==> src/rtl/coin_dispenser.sv <==
// rtl/coin_dispenser.sv - coin dispenser sequencer
// Ejects quarters, then dimes, then nickels with ack handshake, inter-coin gap and ack timeout.
module coin_dispenser #(
    parameter int GAP_CYCLES  = 2,
    parameter int ACK_TIMEOUT = 255
) (
    input  logic       clk,
    input  logic       reset,
    input  logic       start,
    input  logic [3:0] q_cnt,
    input  logic [3:0] d_cnt,
    input  logic [3:0] n_cnt,
    input  logic       eject_ack,
    output logic       busy,
    output logic       eject_q,
    output logic       eject_d,
    output logic       eject_n,
    output logic       done,
    output logic       fault,
    output logic [7:0] dispensed_cents
);

    typedef enum logic [2:0] {
        S_IDLE,
        S_EJECT,
        S_GAP,
        S_DONE,
        S_FAULT
    } state_t;

    localparam logic [3:0] GAP_LAST = 4'(GAP_CYCLES - 1);
    localparam logic [7:0] TMO_LAST = 8'(ACK_TIMEOUT - 1);

    state_t     r_state;
    state_t     w_next;
    logic [3:0] r_q;
    logic [3:0] r_d;
    logic [3:0] r_n;
    logic [7:0] r_cents;
    logic [7:0] r_tmo;
    logic [3:0] r_gap;

    logic [3:0] w_q_in;
    logic [3:0] w_d_in;
    logic [3:0] w_n_in;
    logic       w_any_in;
    logic       w_any_left;
    logic       w_sel_q;
    logic       w_sel_d;
    logic       w_sel_n;
    logic [7:0] w_coin_value;
    logic [8:0] w_sum;
    logic [7:0] w_cents_next;
    logic       w_gap_last;
    logic       w_tmo_last;

    logic       w_busy;
    logic       w_eject_q;
    logic       w_eject_d;
    logic       w_eject_n;
    logic       w_done;
    logic       w_fault;

    // Counts above 9 (including the upstream blank code 4'b1010) mean "none".
    assign w_q_in   = (q_cnt > 4'd9) ? 4'd0 : q_cnt;
    assign w_d_in   = (d_cnt > 4'd9) ? 4'd0 : d_cnt;
    assign w_n_in   = (n_cnt > 4'd9) ? 4'd0 : n_cnt;
    assign w_any_in = (w_q_in != 4'd0) || (w_d_in != 4'd0) || (w_n_in != 4'd0);

    assign w_any_left = (r_q != 4'd0) || (r_d != 4'd0) || (r_n != 4'd0);
    assign w_sel_q    = (r_q != 4'd0);
    assign w_sel_d    = (r_q == 4'd0) && (r_d != 4'd0);
    assign w_sel_n    = (r_q == 4'd0) && (r_d == 4'd0) && (r_n != 4'd0);

    always_comb begin
        w_coin_value = 8'd0;
        if (w_sel_q) begin
            w_coin_value = 8'd25;
        end else if (w_sel_d) begin
            w_coin_value = 8'd10;
        end else if (w_sel_n) begin
            w_coin_value = 8'd5;
        end
    end

    assign w_sum        = {1'b0, r_cents} + {1'b0, w_coin_value};
    assign w_cents_next = w_sum[8] ? 8'hFF : w_sum[7:0];
    assign w_gap_last   = (r_gap == GAP_LAST);
    assign w_tmo_last   = (r_tmo == TMO_LAST);

    always_ff @(posedge clk or posedge reset) begin
        if (reset) begin
            r_state <= S_IDLE;
        end else begin
            r_state <= w_next;
        end
    end

    always_comb begin
        w_next    = r_state;
        w_busy    = 1'b1;
        w_eject_q = 1'b0;
        w_eject_d = 1'b0;
        w_eject_n = 1'b0;
        w_done    = 1'b0;
        w_fault   = 1'b0;
        case (r_state)
            S_IDLE: begin
                w_busy = 1'b0;
                if (start) begin
                    w_next = w_any_in ? S_EJECT : S_DONE;
                end
            end
            S_EJECT: begin
                w_eject_q = w_sel_q;
                w_eject_d = w_sel_d;
                w_eject_n = w_sel_n;
                // An ack arriving on the last allowed cycle still counts.
                if (eject_ack) begin
                    w_next = S_GAP;
                end else if (w_tmo_last) begin
                    w_next = S_FAULT;
                end
            end
            S_GAP: begin
                if (w_gap_last) begin
                    w_next = w_any_left ? S_EJECT : S_DONE;
                end
            end
            S_DONE: begin
                w_done = 1'b1;
                w_next = S_IDLE;
            end
            S_FAULT: begin
                w_fault = 1'b1;
            end
            default: begin
                w_next = S_IDLE;
            end
        endcase
    end

    always_ff @(posedge clk or posedge reset) begin
        if (reset) begin
            r_q     <= 4'd0;
            r_d     <= 4'd0;
            r_n     <= 4'd0;
            r_cents <= 8'd0;
            r_tmo   <= 8'd0;
            r_gap   <= 4'd0;
        end else begin
            case (r_state)
                S_IDLE: begin
                    if (start) begin
                        r_q     <= w_q_in;
                        r_d     <= w_d_in;
                        r_n     <= w_n_in;
                        r_cents <= 8'd0;
                        r_tmo   <= 8'd0;
                    end
                end
                S_EJECT: begin
                    if (eject_ack) begin
                        if (w_sel_q) begin
                            r_q <= r_q - 4'd1;
                        end else if (w_sel_d) begin
                            r_d <= r_d - 4'd1;
                        end else if (w_sel_n) begin
                            r_n <= r_n - 4'd1;
                        end
                        r_cents <= w_cents_next;
                        r_gap   <= 4'd0;
                    end else begin
                        r_tmo <= r_tmo + 8'd1;
                    end
                end
                S_GAP: begin
                    if (w_gap_last) begin
                        r_tmo <= 8'd0;
                    end else begin
                        r_gap <= r_gap + 4'd1;
                    end
                end
                default: begin
                end
            endcase
        end
    end

    assign busy            = w_busy;
    assign eject_q         = w_eject_q;
    assign eject_d         = w_eject_d;
    assign eject_n         = w_eject_n;
    assign done            = w_done;
    assign fault           = w_fault;
    assign dispensed_cents = r_cents;

endmodule

==> config.mk <==
export PLATFORM = sky130hd
export DESIGN_NAME = coin_dispenser
export DESIGN_NICKNAME = d
export VERILOG_FILES = /design/src/rtl/coin_dispenser.sv
export SDC_FILE = /design/constraint.sdc
export NUM_CORES = 1
export LEC_CHECK = 0
export BUFFER_PORTS_ARGS = -buffer_cell sky130_fd_sc_hd__buf_2
export CAP_MARGIN = 20
export CELL_PAD_IN_SITES_DETAIL_PLACEMENT = 2
export CELL_PAD_IN_SITES_GLOBAL_PLACEMENT = 2
export CORE_AREA = 2 2 93 95
export DETAILED_ROUTE_END_ITERATION = 10
export DIE_AREA = 0 0 95 97
export GPL_TIMING_DRIVEN = 0
export PLACE_DENSITY = 0.78
export SLEW_MARGIN = 20
export SYNTH_ARGS = -nofsm -noshare
export SYNTH_HDL_FRONTEND = slang
export SYNTH_SLANG_ARGS = --single-unit
==> constraint.sdc <==
create_clock -name clk -period 3.22 [get_ports clk]
set_input_delay 0.644 -clock clk [delete_from_list [all_inputs] [get_ports clk]]
set_output_delay 0.644 -clock clk [all_outputs]
set_load 0.1 [all_outputs]
==> results.txt <==
- Total CTS buffers: 5
- Leaving out fill and tap cells, the most frequent cell in the layout is sky130_fd_sc_hd__dfrtp_1.
* Total gr overflow: 0
- Summing all non-filler instances in the final layout gives an area of about 0.0028 mm^2.
- TritonCTS clock tree: yes
- For this design the top-level I/O count stands at 30.
- From bottom edge to top edge, the die measures approximately 97 um.
- Data on the critical path arrives at its endpoint at around 2.4 ns.
- Rel. slew slack: 54.3%
* Initial antenna violation count: 0
* Number of max-slew violations in the final report: 0
- After global routing, the most crowded layer is met2.
* Worst-Margin Slew: 0.682 ns
- In this run the worst hold path is classified as in -> async.
* Final worst-path cycle share: 93.7%
- Global routing usage on met3: 2.65%
- Yosys printed 0 warnings.
- Vias in the first global route: about 2500
- EDFF count, synth: 0
* Maximum clock frequency: 332 MHz
* Number of synthesized register bits: 35
* Core area: 0.00813 mm^2
* Async set-reset flop share out of synthesis: 100%
- Adding up every negative setup slack in the final design gives 0 ns.
* Type of the worst setup path: reg -> out
* Average instance area after synthesis: between 8 and 9 um^2
- Area overhead of the layout relative to synthesis: 18.2%
- The floorplan step defined a die boundary enclosing 0.00922 mm^2.
- Summed over all instances, the cell type with the most area after synthesis is sky130_fd_sc_hd__dfrtp_1.
- By area the synthesized netlist is led by sky130_fd_sc_hd__dfrtp_1 37%, sky130_fd_sc_hd__ha_1 6.3%, sky130_fd_sc_hd__o21ai_0 5.6%.
- Average vias per placed instance: 5.32
- Type of origin of the critical path: flop
- Entering global routing, the biggest net connects 29 pins.
- In this run the cell area measured after placement is about 0.0027 mm^2.
* Insertion delay of the later-clocked pin in the worst-skew pair: 0.29 ns
- The worst-case IR drop observed on VDD is about 0.0004 V.
* Number of H-tree levels: 2
- The endpoint identified for the worst register-to-register timing path is dispensed_cents[4]$_DFFE_PP0P_.
- Via count: 2256
* Setup crit end kind: primary output
- Global routing used 29.2% of the available met2 tracks.
* Largest fanout on the critical path: 10
- Once detail routing completed, the nets flagged for antenna violations numbered 0.
* Number of hold-slack violations in the final timing report: 0
- Total leakage power: between 1 and 1.5 nW
- Clock skew: a little under 0.008 ns
- Total inserted antenna cells: 0
- In the layout the commonest cells are 35 x sky130_fd_sc_hd__dfrtp_1, 34 x sky130_fd_sc_hd__buf_2, 32 x sky130_fd_sc_hd__nor2_1, 31 x sky130_fd_sc_hd__nand2_1, 27 x sky130_fd_sc_hd__o21ai_0.
- The die is 95 um wide.
- The number of nets handed over by synthesis was 310.
- Total routing usage reported by global routing: 17.1%
* Share of the synthesized area in the top cell type: between 30% and 40%
- Required @ worst endpoint: 2.58 ns
* Wirelength, routed: between 7 and 8 mm
- Layout fillers: 955
* Final setup violation count: 0
* FF-to-FF setup slack: 0.24 ns
- Measured on the finished design, the core utilization comes to a little over a third.
- Wire length per cell: ~17 um
- Counting every instance in the synthesized netlist gives 281.
- Met1 demand-to-capacity share in global routing: 22.4%
- Counting along the longest clock path gives a buffer depth of 2.
- Power spread over the standard cell area amounts to approximately 1000 mW/mm^2.
- Worst-path clk slew: 0.08 ns
- The clock net in this run drives a total of 35 sinks.
- Run status: completed
- In the routed design, unresolved DRC markers number 0.
- The most used flip-flop cell after synthesis is sky130_fd_sc_hd__dfrtp_1.
- Number of nets in the layout: 348
- After the first detailed-routing iteration, the DRC count stood at 73.
* Worst reg2reg path startpoint: r_n[0]$_DFFE_PP0P_
- The floorplan has 33 rows.
* Fraction of final layout cells with drive strength greater than 1: 21.3%
* Fraction of the yosys area taken by sequential cells: 36.5%
- Final critical-path required period: 3.02 ns
- Netlist cell types: 59
- HPWL after DPL: 5.62 mm
- The synthesized netlist occupies a cell area of 0.00240 mm^2.
- Max cap viols: 0
* Pre-Repair DR Iteration Count: 4
- The congestion estimate from routability-driven global placement came to 0.780.
- After clock tree synthesis, the flow added hold-fix buffers numbering 0.
- Once the floorplan was initialized, standard cells occupied 29.5% of the core.
- Global-route wire length before repair: around 12 mm
- Port buffering added 29 buffers.
- Number of cells traversed by the worst register-to-register path: 11
- The tree is rooted in a sky130_fd_sc_hd__clkbuf_8.
- Unrepaired setup endpoints after global routing: no
==> metrics by stage <==
step	power, mW	worst slack (ns)	std cells	hold WS [ns]
2_1_floorplan	2.04	0.124	281	0.454
3_5_place_dp	2.47	0.210	416	0.509
6_report	2.88	0.204	424	0.249
3_3_place_gp	2.39	0.232	415	0.487
5_1_grt	3.12	0.0447	424	0.266
4_1_cts	2.88	0.139	423	0.259
==> sequential cells by signal, summed over array words and instances, names as in the netlist <==
signal           cells
dispensed_cents      8
r_d                  4
r_gap                4
r_n                  4
r_q                  4
r_state              3
r_tmo                8
==> routing by layer <==
layer	vias up	wire length (um)	part of all wire (%)
met2	25	3580	49
li1	1084	-	-
met5	-	0	0
met4	0	71	0.97
met1	1139	3490	48
met3	8	165	2.3
==> area by class of cell <==
| type | count | area [um^2] | share of cell area, % |
|---|---|---|---|
| inverters | 17 | 63.8 | 2.25 |
| flip-flops and latches | 35 | 876 | 30.9 |
| repair buffers | 31 | 173 | 6.10 |
| well taps | 105 | 131 | 4.64 |
| clock inverters | 2 | 37.5 | 1.33 |
| plain buffers | 9 | 58.8 | 2.08 |
| clock buffers | 5 | 68.8 | 2.43 |
| multi-input cells | 220 | 1420 | 50.3 |
==> worst max path at each step <==
stage	start	endpoint	slack (ns)	depth (start not counted)
final	r_state[1]$_DFFE_PP0P_	eject_d	0.20	7
after CTS	r_q[0]$_DFFE_PP0P_	eject_n	0.14	6
after global placement	r_n[0]$_DFFE_PP0P_	dispensed_cents[4]$_DFFE_PP0P_	0.23	11
after global routing	r_n[0]$_DFFE_PP0P_	dispensed_cents[4]$_DFFE_PP0P_	0.04	11
after detailed placement	r_n[0]$_DFFE_PP0P_	dispensed_cents[4]$_DFFE_PP0P_	0.21	11
after floorplan	r_q[0]$_DFFE_PP0P_	eject_n	0.12	5
==> Yosys cell counts (3+ instances only) <==
cell,number
sky130_fd_sc_hd__and3_1,4
sky130_fd_sc_hd__a211oi_1,4
sky130_fd_sc_hd__nor3_1,10
sky130_fd_sc_hd__buf_2,5
sky130_fd_sc_hd__inv_1,16
sky130_fd_sc_hd__nand3_1,7
sky130_fd_sc_hd__nor3b_1,5
sky130_fd_sc_hd__ha_1,12
sky130_fd_sc_hd__nor2_1,32
sky130_fd_sc_hd__o22a_1,5
sky130_fd_sc_hd__o21ai_0,27
sky130_fd_sc_hd__a31oi_1,5
sky130_fd_sc_hd__a21oi_1,13
sky130_fd_sc_hd__nor2_2,3
sky130_fd_sc_hd__nand2_1,31
sky130_fd_sc_hd__o21ai_1,7
sky130_fd_sc_hd__o31ai_1,4
sky130_fd_sc_hd__dfrtp_1,35
sky130_fd_sc_hd__or3_1,3
==> critical path: stages, from the launching register on <==
cell,delay (ns)
sky130_fd_sc_hd__dfrtp_1,0.38
sky130_fd_sc_hd__buf_6,0.14
sky130_fd_sc_hd__nand2b_1,0.15
sky130_fd_sc_hd__or2_1,0.23
sky130_fd_sc_hd__buf_6,0.15
sky130_fd_sc_hd__clkbuf_1,0.29
sky130_fd_sc_hd__nor3_2,0.28
sky130_fd_sc_hd__buf_2,0.45
==> kinds of logic (layout without fill, tap and decap cells) <==
family	after synthesis	count (layout)	synth area share, %
adder cells (fa/ha/maj)	13	13	7.10
AND/OR/NAND/NOR	113	113	24.4
flip-flops	35	35	36.5
buffers and inverters	26	64	5.11
AO/OA/AOI/OAI	88	88	24.6
XOR/XNOR	4	4	1.46
multiplexers	2	2	0.835
==> power by group <==
group | switching [mW] | internal, mW
registers | 0.150 | 0.571
clock network | 0.175 | 0.226
logic | 1.21 | 0.555
total | 1.53 | 1.35
==> repair_timing <==
action / CTS / global route
setup buffers: 0 / 1
endpoints found under the setup margin: 0 / 5
resized for setup: 0 / 2
Note: power is estimated with default switching activity, not from simulation.
